--- src/rtl/hci_mem_demux_static.sv ---
// Static 1-to-NB_CHAN demultiplexer for an hci_mem initiator port.
// Responses are steered back from the port that holds the outstanding transactions.
module hci_mem_demux_static #(
  parameter int NB_CHAN         = 2,
  parameter int DW              = 32,
  parameter int AW              = 32,
  parameter int BW              = 8,
  parameter int WW              = 32,
  parameter int IW              = 10,
  parameter int UW              = 1,
  parameter int MAX_OUTSTANDING = 4,
  localparam int SW             = $clog2(NB_CHAN),
  localparam int CW             = $clog2(MAX_OUTSTANDING + 1),
  localparam int BEW            = DW / BW
) (
  input  logic                         clk_i,
  input  logic                         rst_ni,
  input  logic                         clear_i,
  input  logic [SW-1:0]                sel_i,
  // initiator side
  input  logic                         in_req,
  output logic                         in_gnt,
  input  logic [AW-1:0]                in_add,
  input  logic                         in_wen,
  input  logic [DW-1:0]                in_data,
  input  logic [BEW-1:0]               in_be,
  input  logic [IW-1:0]                in_id,
  input  logic [UW-1:0]                in_user,
  output logic                         in_r_valid,
  output logic [DW-1:0]                in_r_data,
  output logic [IW-1:0]                in_r_id,
  output logic [UW-1:0]                in_r_user,
  // target side
  output logic [NB_CHAN-1:0]           out_req,
  input  logic [NB_CHAN-1:0]           out_gnt,
  output logic [NB_CHAN-1:0][AW-1:0]   out_add,
  output logic [NB_CHAN-1:0]           out_wen,
  output logic [NB_CHAN-1:0][DW-1:0]   out_data,
  output logic [NB_CHAN-1:0][BEW-1:0]  out_be,
  output logic [NB_CHAN-1:0][IW-1:0]   out_id,
  output logic [NB_CHAN-1:0][UW-1:0]   out_user,
  input  logic [NB_CHAN-1:0]           out_r_valid,
  input  logic [NB_CHAN-1:0][DW-1:0]   out_r_data,
  input  logic [NB_CHAN-1:0][IW-1:0]   out_r_id,
  input  logic [NB_CHAN-1:0][UW-1:0]   out_r_user,
  output logic                         busy_o,
  output logic                         err_o
);

  if (NB_CHAN < 2 || MAX_OUTSTANDING < 1 || WW < 1 || (DW % BW) != 0) begin : g_param_check
    $error("hci_mem_demux_static: illegal parameterisation");
  end

  logic [CW-1:0] cnt_reg, cnt_next;
  logic [SW-1:0] lock_sel_reg, lock_sel_next;
  logic          err_reg, err_next;

  logic          sel_gnt;
  logic          lock_r_valid;
  logic [DW-1:0] lock_r_data;
  logic [IW-1:0] lock_r_id;
  logic [UW-1:0] lock_r_user;
  logic          spurious;
  logic          rsp;
  logic          stall;
  logic          grant;

  // Select the grant of the requested port and the response of the locked port;
  // any response arriving elsewhere is spurious.
  always_comb begin
    sel_gnt      = 1'b0;
    lock_r_valid = 1'b0;
    lock_r_data  = '0;
    lock_r_id    = '0;
    lock_r_user  = '0;
    spurious     = 1'b0;
    for (int k = 0; k < NB_CHAN; k++) begin
      if (sel_i == SW'(k)) begin
        sel_gnt = out_gnt[k];
      end
      if (lock_sel_reg == SW'(k)) begin
        lock_r_valid = out_r_valid[k];
        lock_r_data  = out_r_data[k];
        lock_r_id    = out_r_id[k];
        lock_r_user  = out_r_user[k];
      end else if (out_r_valid[k]) begin
        spurious = 1'b1;
      end
    end
    if (lock_r_valid && cnt_reg == '0) begin
      spurious = 1'b1;
    end
  end

  assign rsp   = lock_r_valid && (cnt_reg != '0);
  assign stall = ((cnt_reg != '0) && (sel_i != lock_sel_reg)) ||
                 ((cnt_reg == CW'(MAX_OUTSTANDING)) && !rsp);
  assign in_gnt = sel_gnt && !stall;
  assign grant  = in_req && in_gnt;

  for (genvar gi = 0; gi < NB_CHAN; gi++) begin : g_port
    assign out_req[gi]  = in_req && !stall && (sel_i == SW'(gi));
    assign out_add[gi]  = in_add;
    assign out_wen[gi]  = in_wen;
    assign out_data[gi] = in_data;
    assign out_be[gi]   = in_be;
    assign out_id[gi]   = in_id;
    assign out_user[gi] = in_user;
  end

  assign in_r_valid = rsp;
  assign in_r_data  = lock_r_data;
  assign in_r_id    = lock_r_id;
  assign in_r_user  = lock_r_user;

  // clear_i overrides any grant/response bookkeeping in the same cycle.
  always_comb begin
    cnt_next      = cnt_reg;
    lock_sel_next = lock_sel_reg;
    err_next      = err_reg || spurious;
    if (grant) begin
      lock_sel_next = sel_i;
    end
    if (grant && !rsp) begin
      cnt_next = cnt_reg + CW'(1);
    end else if (rsp && !grant) begin
      cnt_next = cnt_reg - CW'(1);
    end
    if (clear_i) begin
      cnt_next      = '0;
      lock_sel_next = '0;
      err_next      = 1'b0;
    end
  end

  always_ff @(posedge clk_i or negedge rst_ni) begin
    if (!rst_ni) begin
      cnt_reg      <= '0;
      lock_sel_reg <= '0;
      err_reg      <= 1'b0;
    end else begin
      cnt_reg      <= cnt_next;
      lock_sel_reg <= lock_sel_next;
      err_reg      <= err_next;
    end
  end

  assign busy_o = (cnt_reg != '0);
  assign err_o  = err_reg;

endmodule

--- config.mk ---
export PLATFORM = sky130hd
export DESIGN_NAME = hci_mem_demux_static
export DESIGN_NICKNAME = d
export VERILOG_FILES = /design/src/rtl/hci_mem_demux_static.sv
export SDC_FILE = /design/constraint.sdc
export NUM_CORES = 1
export LEC_CHECK = 0
export ABC_AREA = 1
export ABC_CLOCK_PERIOD_IN_PS = 3870
export CORE_AREA = 2 2 147 149
export CTS_BUF_LIST = sky130_fd_sc_hd__clkbuf_16
export CTS_CLUSTER_DIAMETER = 30
export DETAILED_ROUTE_END_ITERATION = 10
export DIE_AREA = 0 0 149 151
export GPL_TIMING_DRIVEN = 0
export SETUP_SLACK_MARGIN = 0.15
export SLEW_MARGIN = 20
export SYNTH_ARGS = -nofsm -noshare
export SYNTH_HDL_FRONTEND = slang
export SYNTH_SLANG_ARGS = --single-unit
--- constraint.sdc ---
create_clock -name clk_i -period 3.87 [get_ports clk_i]
set_clock_uncertainty 0.2 [all_clocks]
set_input_delay 0.774 -clock clk_i [delete_from_list [all_inputs] [get_ports clk_i]]
set_output_delay 0.774 -clock clk_i [all_outputs]
set_load 0.005 [all_outputs]
Word-level counts from Yosys, hierarchy flattened
Index checks and enable logic that the tools add are counted.

Bits in registers: 5. Input port bits: 175. Output and inout bits: 209. Word-level logic and storage cells: 44.

Add/subtract/negate cells: 2. Equality and inequality tests: 2. Multiplexer cells: 16. Bitwise gates (word level): 1. Reduce and logical (&&, ||, !) cells: 20.

Operators by type and width (count): $mux 32 (1); $logic_and 1x1->1 (11); $mux 1 (11); $mux 10 (1); $mux 3 (3); $reduce_bool 3->1 (2); $add 3x1->3 const B (1); $eq 3x3->1 const B (1); $logic_not 1->1 (3); $logic_not 3->1 (1); $sub 3x1->3 const B (1); $logic_or 1x1->1 (2); $reduce_bool 2->1 (1); $ne 1x1->1 (1); $not 1->1 (1).

Depth between registers and ports, before layout
Gate-level depths: netlist (run 1).

Depth in word-level cells: 13. Depth in mapped cells: 14. Gate-level depth less buffers: 14.

Worst setup path after synthesis (run 1)
Ideal clock, no wire load.

Path kind: input -> register. Start: input out_r_valid[1]. End: register cnt_reg[2]. Library setup time: 117 ps. Data arrival time: 2026 ps. Data required time: 3553 ps. Setup slack: 1527 ps. Stages on the path: 13. Buffers on the path: 0. Cell sequence: nand2_1 nand3_1 nand2_2 nand2_2 nand4_2 inv_1 fa_1 xnor2_1 inv_1 nand3_1 nand2_1 nand2_1 nand2_1.

Longest elaborated chain between the ends: 11. Elaborated cells between the ends (all ways): 14. Those cells by class: mux (3); reduce/logical (11).

RTL lines: from (decl) (RTL line 42) `input logic [NB_CHAN-1:0] out_r_valid,`; $mux 1 * (RTL line 81) `if (lock_sel_reg == SW'(k)) begin`; $logic_and 1x1->1 * (RTL line 95) `assign rsp = lock_r_valid && (cnt_reg != '0);`; $logic_not 1->1 (RTL line 97, 124); $logic_and 1x1->1 (RTL line 97) `((cnt_reg == CW'(MAX_OUTSTANDING)) && !rsp);`; $logic_or 1x1->1 (RTL line 96) `assign stall = ((cnt_reg != '0) && (sel_i != lock_sel_reg)) ||`; $logic_not 1->1 (RTL line 98) `assign in_gnt = sel_gnt && !stall;`; $logic_and 1x1->1 (RTL line 98); $logic_and 1x1->1 (RTL line 99) `assign grant = in_req && in_gnt;`; $logic_and 1x1->1 or $logic_not 1->1 (tied branches) (RTL line 124, 126); $mux 3 or $logic_and 1x1->1 (tied branches) (RTL line 124, 126); $mux 3 or $reduce_bool 3->1 (tied branches); to (signal assigned) (RTL line 142) `cnt_reg <= cnt_next;`; to (decl) (RTL line 54) `logic [CW-1:0] cnt_reg, cnt_next;`.

Every way passes the cells marked *; elsewhere a longest branch is shown, timed or not. A chain may end at the register's enable or synchronous reset.

Worst setup path in the final report (run 1)
Start: input sel_i. End: output in_gnt.

Longest elaborated chain between the ends: 5. Elaborated cells between the ends (all ways): 6. Those cells by class: eq/ne (1); mux (1); reduce/logical (4).

RTL lines: from (decl) (RTL line 19) `input logic [SW-1:0] sel_i,`; $ne 1x1->1 (RTL line 96); $logic_and 1x1->1 (RTL line 96); $logic_or 1x1->1 (RTL line 96); $logic_not 1->1 (RTL line 98); $logic_and 1x1->1 * (RTL line 98); to (decl) (RTL line 22) `output logic in_gnt,`.

Marked as above.

==> results of run 1 <==
tightest hold or removal path: stages (launching register included):
cell	delay [ns]
dfrtp_1	0.36
nor2_1	0.06
a21oi_1	0.12
routing by layer:
metal / global-route usage, % / up-vias
met5: 0 / -
met4: 0.571 / 0
met3: 1.57 / 3
met2: 17.5 / 171
met1: 10.2 / 1283
li1: - / 1557
power by group through the flow:
stage	registers (mW)	clock network, mW	logic, mW
floorplan	0.0839	0	0.365
global placement	0.0888	0	0.847
detailed placement	0.0894	0	0.851
CTS	0.0888	0.173	0.855
global route	0.0907	0.178	0.920
finish	0.0885	0.169	0.839
cell usage after synthesis, drive strengths merged:
master,number
a21oi,3
buf,161
clkbuf,8
dfrtp,5
fa,1
inv,12
nand2,155
nand3,7
nand4,5
nor2,9
xnor2,1
layout make-up:
| class | count | area [µm²] | area share, % |
|---|---|---|---|
| Timing Repair Buffer | 303 | 3030 | 53.6 |
| Multi-Input combinational cell | 181 | 790 | 14.0 |
| Tap cell | 275 | 344 | 6.08 |
| Buffer | 169 | 1240 | 22.0 |
| Clock inverter | 1 | 3.75 | 0.0663 |
| Sequential cell | 5 | 125 | 2.21 |
| Clock buffer | 3 | 75.1 | 1.33 |
| Inverter | 12 | 45.0 | 0.796 |
through the flow:
| step | instance area, µm² | power [mW] | util (%) | instances |
|---|---|---|---|---|
| after detailed placement | 5580 | 0.940 | 26.8 | 945 |
| after global routing | 5660 | 1.19 | 27.2 | 949 |
| final | 5660 | 1.10 | 27.2 | 949 |
| after global placement | 5580 | 0.936 | 26.8 | 945 |
| after CTS | 5660 | 1.12 | 27.2 | 949 |
| after floorplan | 2200 | 0.449 | - | 367 |
worst min-delay path by stage:
stage / from / end / slack (ns) / cells after the start
2_1_floorplan: rst_ni / cnt_reg[0] / 0.28 / 0
3_3_place_gp: err_o / err_o / 0.37 / 2
3_5_place_dp: err_o / err_o / 0.39 / 2
4_1_cts: err_o / err_o / 0.40 / 2
5_1_grt: cnt_reg[1] / cnt_reg[1] / 0.42 / 2
6_report: err_o / err_o / 0.39 / 2
kinds of logic after synthesis:
| logic type | share of synthesized area [%] |
|---|---|
| flops | 5.68 |
| compound gates | 0.682 |
| simple gates | 33.9 |
| buf+inv | 58.5 |
| fa+ha+maj | 0.909 |
| xor+xnor | 0.398 |
==> key figures, run 1 <==
Clock network
  – Clock edge transition at the registers on the reported setup and hold paths: approximately 0.030 ns
  – Clock Tree Root: clkbuf_16
  – CTS tree: built
  – Post-CTS Resized: 0
  – Post-CTS Setup Repair Bufs: 0
  – Skew-Pair Late Insertion Delay: 0.23 ns
  – CTS buffer count: 3
  – Clock sinks: 5
  – CTS Hold Bufs: 0
  – H-tree Lvls: 1
  – Longest Clk Path Bufs: 2

Global route
  – Largest net degree at the start of global routing: 11
  – Global-route wire length before repair: about 15,000 µm
  – Final global-route overflow total: 0
  – Vias in the first global route: about 2,900
  – Total GRT Usage: 8.82%
  – Initial antenna violation count: 0

Place
  – Gpl congestion: roughly 0.73
  – Worst slack at placement: about 0.43 ns
  – Port bufs: 303
  – HPWL Detailed: 10,800 µm

Route
  – Detail Route Antenna Nets: 0
  – DR top layer: met4
  – Metal-1 WL: around 4300 µm
  – DR WL met2: 6410 µm
  – Met3 routed WL: 974 µm
  – Vias after detailed routing: about 3,000
  – Wire per inst: 12.4 µm
  – DRT iter0 DRCs: 57
  – DR pass1 iterations: 4
  – DR vias/cell: ~3.2
  – Post-route DRC: 0
  – Final wirelength: 11,700 µm

Synth
  – Post-Syn Nets: around 540
  – #FFs+latches synth: 5
  – Syn_area_per_cell: 6.00 µm²
  – Share of the yosys chip area belonging to registers: ~5.7%
  – Yosys top cell area share: between 50% and 60%
  – Synth unique cells: 20
  – Synth area leaders: buf_4 55%, nand2_1 25%, dfrtp_1 5.7%, inv_1 1.7%, nand2_2 1.7%
  – Yosys warning total: 0
  – Syn Inst Count: 367
  – Mapped Area: 2200 µm²
  – Area leader, netlist: buf_4

Timing
  – Max frequency: slightly below 300 MHz
  – Final min period: ~3.5 ns
  – Setup violators final: 0
  – Hold Vio Cnt, Final: 0
  – Normalized max-slew margin: roughly two thirds
  – Slew Viols, Final: 0
  – Worst Tran Pin Value: 0.502 ns
  – Worst Hold Slack: between 0.3 and 0.4 ns
  – Final worst setup slack: between 0.4 and 0.5 ns
  – Final period utilization: around nine tenths
  – RSZ-0062 raised after global routing: false
  – Total Neg Setup Slack: 0 ns

Final layout
  – Commonest non-fill, non-tap cell in the layout: clkdlybuf4s50_1
  – Ant diodes: 0
  – Nets: 851
  – Max reg flops: 3
  – Fill cells: around 2,300
  – Share of layout cells above drive strength 1: 26.7%
  – Most frequent cells in the layout: 303 x clkdlybuf4s50_1, 160 x buf_4, 148 x nand2_1
  – Synth-to-Final Area Change: 157%

Power
  – Cell Pwr Density: between 150 and 200 nW/µm²
  – Switching pwr: approximately 0.36 mW
  – Leak: 2.64 nW
  – Power Internal: 0.735 mW
  – Switching part of the total: around a third
  – Clock power frac: about 15%
  – Gate power share: 76.5%
  – Worst vdd ir: around 0.00028 V
  – Reg power frac: about 8%

Floorplan
  – Die span in y: around 150 µm
  – Row count: 53
  – Die X: ~150 µm
  – Initial Util: 10.6%
  – Io pins: approximately 380
  – Die area: ~22,000 µm²
  – Core Region: roughly 21,000 µm²

Flow run
  – Maximum Capacitance Violations: 0

Worst setup path
  – CP Launch Point: sel_i
  – Crit Path Max Fanout: 5
  – WP buf/inv: 4
  – CP max stage cell: clkdlybuf4s50_1
  – WP data required: around 2.9 ns
  – Family with the most delay on the worst path: buffers and inverters
  – Worst R2R Setup Slack: around 1.5 ns
  – Worst Setup Start Kind: primary input
  – Arrival @ worst endpoint: 2.48 ns
  – WP depth: 7
  – R2R Path End: cnt_reg[2]
  – Worst reg2reg path startpoint: lock_sel_reg
  – Reg2Reg Depth: 13
  – CP Capture Type: output pin
  – Worst path cell trace: clkdlybuf4s50_1 > inv_1 > nand2_1 > nand2_1 > inv_1 > a21oi_1 > clkdlybuf4s50_1
  – Critical path's largest stage delay: between 0.5 and 0.6 ns
  – Worst Setup EP: in_gnt
  – Crit Path Class: primary input to output pin

Status
  – Status: finished clean

Worst hold path
  – Worst Hold Class: flop to flop
(Power assumes the default switching activity.)
==> inputs of run 2 (changes only) <==
==> constraint.sdc (replaced) <==
create_clock -name clk_i -period 3.87 [get_ports clk_i]
set_clock_uncertainty 0.2 [all_clocks]
set_input_delay 0.5805 -clock clk_i [delete_from_list [all_inputs] [get_ports clk_i]]
set_output_delay 0.5805 -clock clk_i [all_outputs]
set_load 0.005 [all_outputs]
==> results of run 2 <==
Same layout as run 1 (identical final DEF). Status: finished clean.
Main changes from that run: setup slack after placement 0.435 ns -> 0.822 ns; setup slack after layout 0.416 ns -> 0.803 ns; hold slack 0.391 ns -> 0.379 ns
